## src/rtl/if_id_queue.sv

```systemverilog
// IF/ID instruction queue: buffers {instruction, next-PC} pairs between fetch and decode, with branch flush.
// Latency: one cycle push-to-head; zero with IFQ_BYPASS_EN when empty and decode is ready.
// Backpressure: in_ready drops when full, and a same-cycle pop does not free the slot; flush overrides push and pop.
module if_id_queue #(
    parameter int DEPTH = 4
) (
    input  logic                     clock,
    input  logic                     reset,
    input  logic                     in_valid,
    input  logic [31:0]              in_instruction,
    input  logic [31:0]              in_npc,
    output logic                     in_ready,
    input  logic                     flush,
    input  logic                     out_ready,
    output logic                     out_valid,
    output logic [31:0]              out_instruction,
    output logic [31:0]              out_npc,
    output logic [$clog2(DEPTH):0]   count,
    output logic                     full,
    output logic                     empty,
    output logic [7:0]               flush_count
);

    localparam int          AW  = $clog2(DEPTH);
    localparam int          CW  = AW + 1;
    localparam logic [31:0] NOP = 32'h0000_0013;

    typedef struct packed {
        logic [31:0] instruction;
        logic [31:0] npc;
    } ifq_entry_t;

    ifq_entry_t          mem [DEPTH];
    logic [AW-1:0]       wr_ptr;
    logic [AW-1:0]       rd_ptr;
    logic                bypass;
    logic                push;
    logic                pop;

    assign full     = (count == CW'(DEPTH));
    assign empty    = (count == '0);
    assign in_ready = !full;

`ifdef IFQ_BYPASS_EN
    // An empty queue with decode ready hands the fetch word straight through.
    assign bypass = empty && in_valid && out_ready && !flush;
`else
    assign bypass = 1'b0;
`endif

    assign push = in_valid && in_ready && !flush && !bypass;
    assign pop  = !empty && out_ready && !flush;

    always_ff @(posedge clock or posedge reset) begin
        if (reset) begin
            wr_ptr      <= '0;
            rd_ptr      <= '0;
            count       <= '0;
            flush_count <= '0;
        end else if (flush) begin
            wr_ptr <= '0;
            rd_ptr <= '0;
            count  <= '0;
            if (!empty && flush_count != 8'hFF)
                flush_count <= flush_count + 8'd1;
        end else begin
            if (push)
                wr_ptr <= wr_ptr + AW'(1);
            if (pop)
                rd_ptr <= rd_ptr + AW'(1);
            case ({push, pop})
                2'b10:   count <= count + CW'(1);
                2'b01:   count <= count - CW'(1);
                default: count <= count;
            endcase
        end
    end

    // Storage is not reset; validity is carried entirely by count.
    always_ff @(posedge clock) begin
        if (push)
            mem[wr_ptr] <= '{instruction: in_instruction, npc: in_npc};
    end

    always_comb begin
        out_valid       = 1'b0;
        out_instruction = NOP;
        out_npc         = '0;
        if (!empty) begin
            out_valid       = 1'b1;
            out_instruction = mem[rd_ptr].instruction;
            out_npc         = mem[rd_ptr].npc;
        end
`ifdef IFQ_BYPASS_EN
        else if (bypass) begin
            out_valid       = 1'b1;
            out_instruction = in_instruction;
            out_npc         = in_npc;
        end
`endif
    end

endmodule

```

## config.mk

```make
export PLATFORM = sky130hd
export DESIGN_NAME = if_id_queue
export DESIGN_NICKNAME = d
export VERILOG_FILES = /design/src/rtl/if_id_queue.sv
export SDC_FILE = /design/constraint.sdc
export NUM_CORES = 1
export LEC_CHECK = 0
export BUFFER_PORTS_ARGS = -buffer_cell sky130_fd_sc_hd__buf_2
export CORE_MARGIN = 3
export CORE_UTILIZATION = 35
export CTS_BUF_LIST = sky130_fd_sc_hd__clkbuf_2 sky130_fd_sc_hd__clkbuf_4 sky130_fd_sc_hd__clkbuf_8
export DETAILED_ROUTE_END_ITERATION = 12
export MAX_ROUTING_LAYER = met4
export SLEW_MARGIN = 40
export SYNTH_ARGS = -nofsm -noshare
export SYNTH_HDL_FRONTEND = slang
export SYNTH_SLANG_ARGS = --single-unit
export TNS_END_PERCENT = 50
```

## constraint.sdc

```tcl
create_clock -name clock -period 3.45 [get_ports clock]
set_input_delay 0.345 -clock clock [delete_from_list [all_inputs] [get_ports clock]]
set_output_delay 0.345 -clock clock [all_outputs]
set_load 0.03 [all_outputs]
```

==> reports/results.txt <==
The flow ran to the end, and the final reports show no timing, DRC or antenna violations. The share of synthesized registers carrying an async set or reset was 5.54%. The sort of element at the start of the critical path was a flop. The number of global-route vias before repair was 5936. Once placement completed, the tool counted placed cells totaling 1016. Gates resized during post-CTS repair numbered 0.

For met1 alone, demand over resource in global routing was 17.4%. The run gives 14.3% as the total global routing track utilization. The logs give 54.1% for the relative max-transition margin and 0.0200 ns for the final worst clock skew. Summing all placed instances gives a cell area of 11800 um2.

The tools report the final hold violation count as 0. The data arrival time of the worst path was 2.49 ns; the final net count was 798. Yosys mapped a number of flops with a built-in enable equal to 256. For the worst-skew pair later-pin latency, the log shows 0.54 ns. The clock passes through at most 3 buffers.

The met2 demand-to-capacity share in global routing was 24.3%. The worst path uses 82.3% of the clock period. The maximum fanout count along the critical path came out at 65. The switching power share of the total came out at 33.6%.

The tools report the H-tree depth as 2. In this run the remaining antenna-violating nets after routing total 0. In this design, the stage delay of the slowest critical-path cell is 0.56 ns. The critical path is of the flop to output pin type. After synthesis, flip-flops and latches occupy 76.7% of the total area.

The gate family responsible for the most delay along the worst path was buffers and inverters. Worst hold-check path type: primary input to flop. The detailed-placement wirelength estimate came out at 13600 um. In the routed design, unresolved DRC markers number 0. The pre-CTS setup slack is 1.13 ns, and the clock period minus worst slack is 2.84 ns. The number of flip-flops and latches in the synthesized netlist was 271; the highest achievable clock rate was 0.352 GHz. Summed over all cells, the static leakage comes to 0.00464 uW. For the number of distinct library cells after synthesis, the log shows 38. The tools report the slack of the critical path as 0.610 ns. The run gives 0 as the number of buffers inserted by post-CTS setup repair.

Counting every instance in the synthesized netlist gives 491. In this run, the clock network consumes 28.0% of the power. The number of sinks handled by clock tree synthesis is 271, and the net count of the mapped netlist is 566. The power density normalized to cell area came out at 743 nW/um2.

The critical path data required time came out at 3.11 ns. The flip-flop cell with the highest count after synthesis is edfxtp_1. The logs give 9730 uW for the total chip power and 5497 for the total number of vias. In the global route stage, met3 resource usage came out at 3.03%. The floorplan step set the die width to 179 um. Clock-pin slew was measured on the worst setup and hold paths at 0.06 ns. Cell at the root of the clock tree: clkbuf_8. The summed negative setup slack over all endpoints is 0 ns, and the number of warning messages in the yosys log is 0. The number of buffers and inverters on the critical path is 3. Slew of the pin with the lowest slew margin: 0.689 ns. Cells with a size suffix above 1 make up 40.8% of the layout. The placeable core region is 29200 um2, and the via density per instance is 4.81. For this block, the routed nets add up to 22300 um of wire.

The floorplan die height works out to 179 um. The internal power is 6460 uW. The number of failing setup endpoints in the final timing report is 0. Once layout is done, the placed cells without fillers occupy 13100 um2.

The most common cell in the netlist is edfxtp_1. The full die area was 32100 um2; the effective utilization at floorplan was 36.0%. After synthesis, the mean cell area works out to 21.4 um2.

The cell type contributing the most total cell area after synthesis was edfxtp_1. The commonest cells after synthesis are edfxtp_1 (256), and2_1 (65), mux4_2 (64), dfrtp_1 (15), clkbuf_1 (13). The number of I/O port buffers is 147, and the standard-cell row count is 62. TritonCTS built the clock tree.

The first global-routing pass estimated 33700 um of wire. The portion of total power attributed to combinational logic came out at 31.1%. Leaving out filler cells and counting taps, the final layout contains 1142.

Setup repair after global routing left no endpoint under its margin. The worst setup path is captured at an output pin. The I/O pin count is 148, and the DRC marker count from the first detailed-route iteration is 317. The tools report the final number of max-transition violations as 0. The critical path goes through or3_2, buf_4, inv_1, or2_1, buf_2. The cell area that synthesis handed to floorplanning was 10500 um2. The number of iterations in the first detailed-routing pass was 4; the peak supply drop was 0.000418 V. Summed over all layers, the global routing overflow is 0. The number of antenna violations at the first check in global routing was 0; the pin count of the biggest net entering global routing was 66.

The highest-utilization routing layer at the global route stage is met2. The average routed wire per standard cell is 19.5 um, and the max-cap violation count is 0. Net switching power of the design: 3270 uW. Among all stages on the critical path, the largest delay is contributed by buf_4. The area share of the largest cell type after synthesis is 73.1%. By area the synthesized netlist is led by edfxtp_1 (73%), mux4_2 (14%), and2_1 (3.9%).

The area growth from synthesis to layout is 24.6%. The number of antenna diodes in the final layout is 0. The power share of the sequential group was 40.9%. The number of clock buffers added by TritonCTS is 47. The weighted congestion reported at the end of routability-driven placement was 0.693.
state kept, by name, indices dropped and copies added, names as in the netlist:
signal / count
flush_count: 8
rd_ptr: 2
wr_ptr: 2
count: 3
mem: 256
timing repair:
item / in CTS / in global routing
setup endpoints to repair: 0 / 0
hold endpoints to repair: 162 / 0
hold buffers: 42 / 0
cells in the final DEF, fill, tap and decap left out, types with 3 or more instances in the layout:
master	n
mux4_2	64
dlygate4sd3_1	42
buf_2	147
or2_1	3
nor2_1	8
clkbuf_4	14
nand3_1	7
clkinvlp_4	5
nand2_1	3
and3_1	3
clkinv_2	3
dfrtp_1	13
xnor2_1	4
ha_1	5
clkinv_1	14
buf_4	14
and2_1	61
inv_1	5
xor2_1	5
clkbuf_8	47
and2_4	4
edfxtp_1	256
metrics by stage:
| step | hold WS, ns | utilization, % |
|---|---|---|
| 2_1_floorplan | 0.246 | - |
| 3_3_place_gp | 0.450 | 40.4 |
| 3_5_place_dp | 0.462 | 40.4 |
| 4_1_cts | 0.000113 | 44.9 |
| 5_1_grt | 0.00289 | 44.9 |
| 6_report | 0.0328 | 44.9 |
final cells by class:
| cell class | count | area (um2) |
|---|---|---|
| Tap cell | 384 | 480 |
| Multi-Input combinational cell | 193 | 2340 |
| Fill cell | 2579 | 16100 |
| Sequential cell | 271 | 8070 |
| Clock inverter | 23 | 135 |
| Inverter | 5 | 18.8 |
| Timing Repair Buffer | 205 | 1300 |
| Clock buffer | 61 | 752 |
logic make-up after synthesis:
kind of cell             share of synthesized area (%)
buffers and inverters                             1.15
multiplexers                                      14.2
AND/OR/NAND/NOR                                   5.75
AO/OA/AOI/OAI                                    0.548
adder cells (fa/ha/maj)                          0.786
flip-flops                                        76.7
XOR/XNOR                                         0.905
layer usage:
layer  vias up  part of all wire (%)
met5         -                     0
met4         0                   2.1
met3        42                   5.4
met2       159                    52
met1      2849                    41
li1       2447                     -
power groups by stage:
stage | combinational [uW] | clock (uW) | sequential [uW]
finish | 3020 | 2730 | 3980
global route | 3260 | 2980 | 4010
CTS | 3100 | 2830 | 3990
detailed placement | 3050 | 0 | 4060
global placement | 3040 | 0 | 4030
floorplan | 2120 | 0 | 4050
path summary, 6_finish.rpt:
| path | startpoint | endpoint | slack (ns) | depth (start not counted) |
|---|---|---|---|---|
| worst min-delay path | in_npc[2] | mem[0][2] | 0.03 | 1 |
| min in group asynchronous | reset | rd_ptr[0] | 0.43 | 3 |
| max in group asynchronous | reset | rd_ptr[1] | 2.54 | 3 |
| worst max-delay path | count[0] | out_instruction[4] | 0.61 | 5 |
| worst min register to register | flush_count[7] | flush_count[7] | 0.49 | 1 |
| worst max register to register | count[0] | mem[1][2] | 1.14 | 5 |
(Power assumes the default switching activity.)
